==> config.mk <==
export PLATFORM = sky130hd
export DESIGN_NAME = decode_pipe
export DESIGN_NICKNAME = d
export VERILOG_FILES = /design/src/rtl/decode_pipe.sv
export SDC_FILE = /design/constraint.sdc
export NUM_CORES = 1
export LEC_CHECK = 0
export BUFFER_PORTS_ARGS = -buffer_cell sky130_fd_sc_hd__buf_2
export CORE_MARGIN = 2
export CORE_UTILIZATION = 45
export CTS_BUF_LIST = sky130_fd_sc_hd__clkbuf_2
export CTS_CLUSTER_DIAMETER = 100
export DETAILED_ROUTE_END_ITERATION = 10
export PLACE_DENSITY = 0.7
export SLEW_MARGIN = 15
export SYNTH_ARGS = -nofsm -noshare
export SYNTH_HDL_FRONTEND = slang
export SYNTH_SLANG_ARGS = --single-unit
==> constraint.sdc <==
create_clock -name clk -period 2.5 [get_ports clk]
set_clock_uncertainty 0.1 [all_clocks]
set_input_delay 0.375 -clock clk [delete_from_list [all_inputs] [get_ports clk]]
set_output_delay 0.375 -clock clk [all_outputs]
set_load 0.005 [all_outputs]
==> src/rtl/decode_pipe.sv <==
// Handshaked instruction decode stage: splits fetch words into operand-fetch fields,
// with a one-entry skid buffer, one-bubble load-use interlock and synchronous flush.
module decode_pipe #(
  parameter int                    OP_W    = 5,
  parameter int                    REG_W   = 5,
  parameter int                    INSTR_W = 16,
  parameter int                    PC_W    = 16,
  parameter int                    DATA_W  = 16,
  parameter int                    COND_W  = 4,
  parameter logic [(1<<OP_W)-1:0]  WB_MASK = 32'h0100_0000,
  parameter logic [OP_W-1:0]       LOAD_OP = 5'b10000,
  parameter int                    CNT_W   = 16
) (
  input  logic               clk,
  input  logic               reset,
  input  logic               flush,
  input  logic               if_id_valid,
  input  logic [PC_W-1:0]    if_id_pc,
  input  logic [INSTR_W-1:0] if_id_instr,
  output logic               id_if_ready,
  output logic               id_of_valid,
  input  logic               of_id_ready,
  output logic [OP_W-1:0]    id_of_op,
  output logic               id_of_addr_mode,
  output logic [REG_W-1:0]   id_of_reg_idx_a,
  output logic [REG_W-1:0]   id_of_reg_idx_b,
  output logic [DATA_W-1:0]  id_of_imm,
  output logic [COND_W-1:0]  id_of_branch_cond,
  output logic [PC_W-1:0]    id_of_pc,
  output logic               id_of_has_writeback,
  output logic               id_of_is_load,
  output logic [CNT_W-1:0]   id_stall_cnt
);

  typedef struct packed {
    logic [PC_W-1:0]   pc;
    logic [OP_W-1:0]   op;
    logic              mode;
    logic [REG_W-1:0]  ra;
    logic [REG_W-1:0]  rb;
    logic [DATA_W-1:0] imm;
    logic [COND_W-1:0] cond;
    logic              wb;
    logic              ld;
  } dec_t;

  dec_t               o, cand;
  logic               o_valid, s_valid, l_valid;
  logic [PC_W-1:0]    s_pc;
  logic [INSTR_W-1:0] s_instr;
  logic [REG_W-1:0]   l_dst;
  logic [CNT_W-1:0]   stall_cnt;
  logic [INSTR_W-1:0] c_instr;
  logic               accept, adv, cand_valid, hazard;

  // Ready comes straight from a flop, so back-pressure never forms a comb path upstream.
  assign id_if_ready = ~s_valid;
  assign accept      = if_id_valid & id_if_ready;
  assign adv         = ~o_valid | of_id_ready;
  assign cand_valid  = s_valid | accept;
  assign c_instr     = s_valid ? s_instr : if_id_instr;

  always_comb begin
    cand      = '0;
    cand.pc   = s_valid ? s_pc : if_id_pc;
    cand.op   = c_instr[INSTR_W-1 -: OP_W];
    cand.mode = c_instr[INSTR_W-1-OP_W];
    cand.ra   = c_instr[2*REG_W-1 -: REG_W];
    cand.rb   = c_instr[REG_W-1:0];
    cand.imm  = DATA_W'($signed(cand.rb));
    cand.cond = c_instr[COND_W-1:0];
    cand.wb   = WB_MASK[cand.op];
    cand.ld   = (cand.op == LOAD_OP);
  end

  // Operand B only counts as a register read in direct mode.
  assign hazard = cand_valid & l_valid &
                  ((cand.ra == l_dst) | (~cand.mode & (cand.rb == l_dst)));

  always_ff @(posedge clk) begin
    if (reset) begin
      o         <= '0;
      o_valid   <= 1'b0;
      s_valid   <= 1'b0;
      s_pc      <= '0;
      s_instr   <= '0;
      l_valid   <= 1'b0;
      l_dst     <= '0;
      stall_cnt <= '0;
    end else if (flush) begin
      o_valid <= 1'b0;
      s_valid <= 1'b0;
      l_valid <= 1'b0;
    end else if (adv) begin
      if (hazard) begin
        o_valid <= 1'b0;
        l_valid <= 1'b0;
        if (stall_cnt != '1) stall_cnt <= stall_cnt + CNT_W'(1);
        if (!s_valid) begin
          s_valid <= accept;
          s_pc    <= if_id_pc;
          s_instr <= if_id_instr;
        end
      end else begin
        o_valid <= cand_valid;
        l_valid <= cand_valid & cand.ld;
        s_valid <= 1'b0;
        if (cand_valid) begin
          o     <= cand;
          l_dst <= cand.ra;
        end
      end
    end else if (accept) begin
      s_valid <= 1'b1;
      s_pc    <= if_id_pc;
      s_instr <= if_id_instr;
    end
  end

  assign id_of_valid         = o_valid;
  assign id_of_op            = o.op;
  assign id_of_addr_mode     = o.mode;
  assign id_of_reg_idx_a     = o.ra;
  assign id_of_reg_idx_b     = o.rb;
  assign id_of_imm           = o.imm;
  assign id_of_branch_cond   = o.cond;
  assign id_of_pc            = o.pc;
  assign id_of_has_writeback = o.wb;
  assign id_of_is_load       = o.ld;
  assign id_stall_cnt        = stall_cnt;

endmodule

==> metrics <==
Lkg Pwr ~0.0021 uW; Mapped Area approximately 4300 um^2; fin crit period between 2000 and 2500 ps; Mapped Avg Cell Area just over 9 um^2; XOR/XNOR Fraction of Synth Area 0.0226; final WL roughly 11 mm; Power Total 2490 uW; die footprint roughly 10000 um^2; CTS Root Cell clkbuf_2; First DRT Iteration DRCs between 150 and 200; R2R cell count 7; asr flop ratio synth 0; worst slew pin tran between 500 and 600 ps; sequential share of the synthesized area 0.400; initial antenna violation count 0; final setup fails 0; mux cell area share after synthesis 0.151; largest net degree at the start of global routing between 70 and 80; final hold vios 0; vias in the first global route ~3400; library cells used by synthesis 42; fill count 800; CP max FO 7; Vias/cell roughly 5.5; Post-synth EDFFs 0; first-pass GRT wire length 16.4 mm; Synthesized Nets between 400 and 500; fmax between 400 and 500 MHz; pwr/cell area between 400 and 500 nW/um^2; Hold EP s_instr[15]; hold path cells 3; NetSw just under 700 uW; top-count cell post-synth dfxtp_1; total grt overflow 0; HP Start if_id_instr[15]; CTS Sinks 85; ranking of synthesized cells by area dfxtp_1, mux2i_1, nand2b_1; adder-cell share of the synthesized area 0.00294; Synth Area in Simple Gates 0.178; critical path startpoint category flop; post-DR wirelength/cell 16.0 um; Main synth FF type dfxtp_1; CTS tree done; via count 3820; CP Buf/Inv Count 2; core area between 9000 and 10000 um^2; Tcrit/Tclk final 0.991; CP Data Required Time 2780 ps; Warnings, synthesis 0; Worst Hold Class input pin to flop; Max stage delay on crit path approximately 500 ps; status complete, no violations; element type at the critical path end flop; Crit-path slowest cell a2111oi_1; placed cell areas roughly 4800 um^2; DRC 0; Detailed Routing Iterations Pass 1 4; flops & latches, synth between 80 and 90; most frequent cells after synthesis dfxtp_1, nand2b_1, mux2i_1; Layout Utilization 0.593; final instance area between 5000 and 6000 um^2; Ant. Diodes 0; Slew headroom 0.621; Horiz. Die Dim about 100 um; cells along the critical path buf_6, mux2i_4, xor2_1, o2111ai_4, o22a_4, buf_4, a2111oi_1; compound-gate portion of the synthesized area 0.160; Internal between 1500 and 2000 uW; setup_tns 0 ps; gp weighted congestion approximately 0.79; gr usage total 0.200; Reg clk slew, reported paths 220 ps; H-tree depth 3; delay-heaviest family, CP compound AO/OA/AOI/OAI gates; IO buf count roughly 110; largest family of logic cells by synthesized area simple AND/OR/NAND/NOR gates; nets slightly above 600; die height between 100 and 150 um; worst skew pair latency approximately 530 ps; Rows 35; type of the worst setup path flop to flop; Initial Util 0.463; CTS Buf Count 9; peak supply drop 245 uV; Net Sw Frac 0.271; DRT antenna net count 0; CP startpoint s_valid; Seq pwr share 0.576; R2R Setup Slk approximately 23 ps; Clock Path Buffers 2; Clock power frac 0.275; share of the synthesized area in the top cell type 0.400; fraction of layout cells with a size suffix above 1 0.294; worst flop-to-flop path startpoint s_valid; arrival time at the worst endpoint ~2800 ps; Yosys top cell by area dfxtp_1; Mapped Cells approximately 460; reg-to-reg endpoint s_valid; Area Growth Syn to Fin 28.1%; I/O pin count between 100 and 150; Logic pwr share 0.149; DP Wirelength between 7 and 8 mm; Slew Limit Fails 0; Max-Cap Viols 0
power by group through the flow:
stage	clock (uW)	sequential, uW	combinational [uW]
final	684	1430	370
after global routing	762	1440	408
after floorplan	0	1460	194
after CTS	697	1430	342
after detailed placement	0	1460	307
after global placement	0	1460	301
cell families after synthesis:
family / count (synthesis)
and+or+nand+nor: 123
AOI/OAI and AO/OA: 106
DFF: 85
buffers and inverters: 65
muxes: 64
xor gates and xnor gates: 11
adders and majority gates: 1
worst min-delay path, stage by stage:
cell      delay (ps)
buf_2            120
nand2b_1          60
mux2i_1           60
per-layer routing:
metal  vias up  share of wire  global-route usage
met5         -              0                   0
met4         0          0.014              0.0717
li1       1870              -                   -
met3        12          0.058              0.0428
met1      1802           0.45               0.270
met2       136           0.48               0.317
worst max path at each step:
stage	cells after the start	end	slack, ps
floorplan	8	id_stall_cnt[7]	310
global placement	6	s_valid	-30
detailed placement	8	id_of_is_load	-120
CTS	7	s_pc[9]	-3
global route	8	id_stall_cnt[3]	-20
finish	7	s_valid	20
area by class of cell:
type	count	area, um^2	share of cell area
clock buffers	10	50.0	0.00918
clock inverters	6	53.8	0.00987
inverters	6	22.5	0.00413
multi-input cells	307	2360	0.433
flip-flops and latches	85	1710	0.313
well taps	111	139	0.0255
repair buffers	165	1120	0.205
per-stage QoR:
step	std cells	setup WS [ps]	hold WS [ps]
2_1_floorplan	455	313	348
3_3_place_gp	635	-34.6	358
3_5_place_dp	635	-116	364
4_1_cts	679	-3.47	5.73
5_1_grt	690	-21.4	-15.9
6_report	690	23.0	15.6
state kept, by name, indices dropped and copies added, names as in the netlist:
name / flops
l_valid: 1
l_dst: 5
s_instr: 16
id_of_imm: 5
id_of_pc: 16
s_valid: 1
id_stall_cnt: 16
id_of_valid: 1
id_of_op: 5
id_of_addr_mode: 1
id_of_is_load: 1
s_pc: 16
id_of_has_writeback: 1
cell usage in the layout, fill, tap and decap left out, drive strengths merged, types with 2 or more instances in the layout:
cell type,instances
xor2,11
and4,2
o32ai,2
dlygate4sd3,30
nor2b,2
nor4,2
and3,3
clkbuf,11
nand2,11
inv,6
nor3,5
clkinv,4
nand4,5
dfxtp,85
o31ai,13
or3,3
nand2b,65
buf,134
nor2,3
a211oi,31
a21oi,48
nand3,4
mux2i,63
and2,2
o21ai,4
or4,13
o22a,3
timing repair:
item	4_1_cts	5_1_grt
gates resized for setup	2	27
hold endpoints to repair	30	2
hold buffers	28	2
pin swaps	0	6
buffers inserted	0	6
endpoints found under the setup margin	75	74
gates cloned	0	3
No activity file was read; power rests on OpenSTA's default activity.
